$ cat src/rtl/tile_color_sched.sv
// tile_color_sched: walks a snapshot of the 4x4 board through the colour LUT and writes each colour out.
// Ports:
//   clk_i         rising-edge clock
//   rst_n_i       synchronous active-low reset
//   start_i       request a full board pass (sampled only while idle)
//   board_i       packed board, cell i = board_i[VAL_W*i +: VAL_W]
//   lut_value_o   cell value presented to the colour LUT
//   lut_color_i   combinational LUT colour for lut_value_o
//   wr_valid_o    write request valid
//   wr_ready_i    writer accepts when wr_valid_o && wr_ready_i
//   wr_addr_o     cell index of the pending write
//   wr_data_o     registered colour of the pending write
//   busy_o        pass in progress (LOOKUP/WRITE/DONE)
//   done_o        one-cycle pulse at the end of a pass
// Optional feature macro: CHANGED_ONLY_EN skips cells whose value matches the last value written.
module tile_color_sched #(
  parameter int N_CELLS = 16,
  parameter int VAL_W   = 4,
  parameter int COLOR_W = 24,
  parameter int ADDR_W  = 4
) (
  input  logic                       clk_i,
  input  logic                       rst_n_i,
  input  logic                       start_i,
  input  logic [N_CELLS*VAL_W-1:0]   board_i,
  output logic [VAL_W-1:0]           lut_value_o,
  input  logic [COLOR_W-1:0]         lut_color_i,
  output logic                       wr_valid_o,
  input  logic                       wr_ready_i,
  output logic [ADDR_W-1:0]          wr_addr_o,
  output logic [COLOR_W-1:0]         wr_data_o,
  output logic                       busy_o,
  output logic                       done_o
);
  typedef enum logic [1:0] {IDLE, LOOKUP, WRITE, DONE} state_t;
  state_t                     state_q;
  logic [ADDR_W-1:0]          idx_q;
  logic [N_CELLS*VAL_W-1:0]   snap_q;
  logic [ADDR_W-1:0]          wr_addr_q;
  logic [COLOR_W-1:0]         wr_data_q;
  logic                       last;
  logic                       skip;
  assign last        = idx_q == ADDR_W'(N_CELLS - 1);
  assign lut_value_o = snap_q[idx_q*VAL_W +: VAL_W];
  assign wr_valid_o  = state_q == WRITE;
  assign busy_o      = state_q != IDLE;
  assign done_o      = state_q == DONE;
  assign wr_addr_o   = wr_addr_q;
  assign wr_data_o   = wr_data_q;
`ifdef CHANGED_ONLY_EN
  logic [VAL_W-1:0] shadow_q [N_CELLS];
  logic [N_CELLS-1:0] shadow_v_q;
  // a cell is skipped only once it has been written with exactly this value
  assign skip = shadow_v_q[idx_q] && shadow_q[idx_q] == lut_value_o;
`else
  assign skip = 1'b0;
`endif
  always_ff @(posedge clk_i) begin
    if (!rst_n_i) begin
      state_q   <= IDLE;
      idx_q     <= '0;
      snap_q    <= '0;
      wr_addr_q <= '0;
      wr_data_q <= '0;
`ifdef CHANGED_ONLY_EN
      shadow_v_q <= '0;
`endif
    end else begin
      case (state_q)
        IDLE: if (start_i) begin
          snap_q  <= board_i;
          idx_q   <= '0;
          state_q <= LOOKUP;
        end
        LOOKUP: if (skip) begin
          if (last) state_q <= DONE;
          else idx_q <= idx_q + 1'b1;
        end else begin
          wr_addr_q <= idx_q;
          wr_data_q <= lut_color_i;
          state_q   <= WRITE;
        end
        WRITE: if (wr_ready_i) begin
`ifdef CHANGED_ONLY_EN
          shadow_q[idx_q]   <= lut_value_o;
          shadow_v_q[idx_q] <= 1'b1;
`endif
          if (last) state_q <= DONE;
          else begin
            idx_q   <= idx_q + 1'b1;
            state_q <= LOOKUP;
          end
        end
        DONE: begin
          idx_q   <= '0;
          state_q <= IDLE;
        end
        default: state_q <= IDLE;
      endcase
    end
  end
endmodule

$ cat config.mk
export PLATFORM = sky130hd
export DESIGN_NAME = tile_color_sched
export DESIGN_NICKNAME = d
export VERILOG_FILES = /design/src/rtl/tile_color_sched.sv
export SDC_FILE = /design/constraint.sdc
export NUM_CORES = 1
export LEC_CHECK = 0
export CAP_MARGIN = 40
export CORE_UTILIZATION = 27
export CTS_CLUSTER_SIZE = 16
export DETAILED_ROUTE_END_ITERATION = 8
export SLEW_MARGIN = 15
export SYNTH_ARGS = -nofsm -noshare
export SYNTH_HDL_FRONTEND = slang
export SYNTH_SLANG_ARGS = --single-unit
$ cat constraint.sdc
create_clock -name clk_i -period 2.3 [get_ports clk_i]
set_input_delay 0.345 -clock clk_i [delete_from_list [all_inputs] [get_ports clk_i]]
set_output_delay 0.345 -clock clk_i [all_outputs]
set_load 0.02 [all_outputs]
==> results.toml <==
[global_route]
antenna_found_initial = 0
grt_pass1_wl_um = 18060
overflow = 0
grt_pass1_vias = 3635
track_usage_pct = 14.51
grt_start_max_net_pins = 65

[cells_and_area]
final_util_pct = 39.59
multi_input_area_um2 = 1859
instances_no_fill = 780
fillers = 1418
areaGrowthSynthToFinish_pct = 42.73
seqCellArea_um2 = 1968
drive_above_1_share_pct = 8.893
nets = 685
antennaDiodeCount = 0

[place]
dp_slack_ps = 18.28
place.gp.congestion = 0.8358
dpl.hpwl_um = 7994
dpl.cell_count = 765
portBuffers = 126

[die]
core_area_um2 = 14590
die_w_um = 124.4
fp-row-count = 44
ios = 127
die-area_um2 = 15480
die_y_um = 124.4
start_util_pct = 27.74

[timing]
fin_setup_tns_ps = 0
slew_violations = 0
clock_skew_ps = 6.980
layout_min_cycle_time_ps = 2230
fin_crit_sh_pct = 96.97
slew_headroom_pct = 63.73
hold_viol = 0
rsz0062_at_grt = "false"
whs_ps = 452.5
fmax_mhz = 448.4
fin_ws_ps = 69.80
setup_viol = 0
tightest_slew_ps = 541.6

[run]
cap_viol_max_count = 0

[detailed_routing]
vias = 3617
totalWireLength_um = 10980
drt_iter0_drc = 179
viasPerCell = 4.637
route.detailed.drc = 0
first_pass_iters = 4
drt-wirelength-per-cell_um = 14.08
ant_nets = 0

[worst_setup_path]
crit_fanout = 9
cp.arrival_ps = 1890
critPathKind = "reg -> out"
startpoint_type = "register"
cp.required_ps = 1960
crit_slowest_cell = "mux4_2"
cp-end-kind = "output pin"
crit_chain = "buf_12 -> mux4_2 -> o22ai_1 -> nor2_1 -> clkdlybuf4s15_2"
crit_path_max_incr_delay_ps = 510

[logic_synthesis]
synth-async-reset-ratio_pct = 0
yosys-top-cells-area = "dfxtp_1 48%, nand2_1 17%, a21oi_1 12%"
ys_types = 40
ys_seq_elements = 98
netlist.area_leader.share_pct = 48.48
synth_edf_count = 0
yosysWarnings = 0
syn-cell-area_um2 = 4046
syn-num-nets = 574
synth_sequential_area_ratio_pct = 48.48
synth_flop_cell = "dfxtp_1"
ys_top_cells_by_count = "187 x nand2_1, 98 x dfxtp_1, 93 x a21oi_1, 16 x buf_2"
yosysTopAreaCell = "dfxtp_1"
synth_cells = 481
synth_most_common_cell = "nand2_1"
avgSynthCellArea_um2 = 8.412

[clocking]
cts_buffers = 9
cts_tree = "yes"
clkLatencyLatePin_ps = 340
clock_path_buffers = 2
cts-htree-levels = 3
cts.sinks = 98
clk_pin_slew_worst_paths_ps = 60
clockRootBuffer = "clkbuf_16"
postCtsSetupRepairBufs = 0

[power_and_ir_drop]
p_leak_nw = 2.104
power.density_nw_per_um2 = 674.7
ir_drop_uv = 371.3

[status]
status = "finished clean"

[hold_path]
hold_path_class = "reg -> reg"
power breakdown:
| part | internal [W] | switching [W] | total [W] | leakage, nW |
|---|---|---|---|---|
| logic | 0.000307 | 0.000280 | 0.000587 | 1.16 |
| registers | 0.00180 | 0.0000613 | 0.00186 | 0.804 |
| clock network | 0.000841 | 0.000611 | 0.00145 | 0.140 |
| total | 0.00294 | 0.000952 | 0.00390 | 2.10 |
final timing paths:
| check | startpoint | to | slack [ps] | cells past startpoint |
|---|---|---|---|---|
| worst max-delay path | idx_q[0] | lut_value_o[2] | 70 | 5 |
| worst min-delay path | wr_data_o[17] | wr_data_o[17] | 450 | 2 |
| worst max register to register | idx_q[1] | idx_q[1] | 660 | 5 |
| worst min register to register | wr_data_o[17] | wr_data_o[17] | 450 | 2 |
metal layers:
metal / global-route usage (%) / vias up / share of wire [%]
met4: 2.835 / 0 / 0.87
met5: 0 / - / 0
met1: 18.44 / 1651 / 46
met2: 23.98 / 124 / 47
li1: - / 1833 / -
met3: 4.725 / 9 / 5.9
per-stage QoR:
stage,instance area [um^2],power (W)
CTS,5761,0.003959
global placement,5482,0.002479
global route,5776,0.004092
floorplan,4046,0.002183
finish,5776,0.003897
detailed placement,5482,0.002488
sequential cells by signal, summed over array words and instances (netlist names):
signal / flops
snap_q: 64
wr_data_o: 24
wr_addr_o: 4
idx_q: 4
state_q: 2
timing repair:
item | CTS | global route
endpoints found under the hold margin | 0 | 0
endpoints found under the setup margin | 4 | 3
pin swaps | 0 | 0
gates resized for setup | 16 | 5
hold buffers | 0 | 0
cloned | 0 | 0
worst max-delay path, delay by kind of cell, from the launching register on:
family                 cells  cell delay (ps)
DFF                        1              370
and+or+nand+nor            1               90
muxes                      1              510
AOI/OAI and AO/OA          1              180
buffers and inverters      2              390
layout by cell type, fill, tap and decap left out, drive strengths merged:
master / synthesis / final
a31oi: 3 / 3
nand2b: 3 / 3
buf: 27 / 14
nor2: 4 / 4
or2: 2 / 2
dfxtp: 98 / 98
ha: 1 / 1
nor3b: 1 / 1
mux2i: 1 / 1
nand3: 1 / 1
a21oi: 93 / 93
nand2: 187 / 187
a41oi: 1 / 1
o22ai: 7 / 7
nor2b: 2 / 2
a211oi: 1 / 1
nor3: 2 / 2
bufinv: 0 / 1
or3b: 1 / 1
mux4: 16 / 16
or2b: 1 / 1
a21o: 2 / 2
o221a: 1 / 1
and4: 2 / 2
and2: 1 / 1
and3: 1 / 1
clkdlybuf4s50: 0 / 122
or3: 1 / 1
clkinv: 0 / 2
clkdlybuf4s15: 0 / 2
nand4: 1 / 1
inv: 6 / 7
a211o: 1 / 1
o211a: 1 / 1
clkbuf: 11 / 11
o31a: 1 / 1
area by class of cell:
| cell class | instances | share of cell area, % |
|---|---|---|
| clock buffers | 11 | 4.029 |
| clock inverters | 4 | 0.9099 |
| inverters | 6 | 0.3899 |
| multi-input cells | 339 | 32.19 |
| flip-flops and latches | 98 | 34.08 |
| well taps | 184 | 3.986 |
| repair buffers | 138 | 24.42 |
cells by family after synthesis:
group,after synthesis,share of synthesized area [%]
AOI/OAI and AO/OA,111,14.78
adders and majority gates,1,0.3092
buffers and inverters,44,5.906
DFF,98,48.48
muxes,17,9.617
and+or+nand+nor,210,20.90
Note: power is estimated with default switching activity, not from simulation.
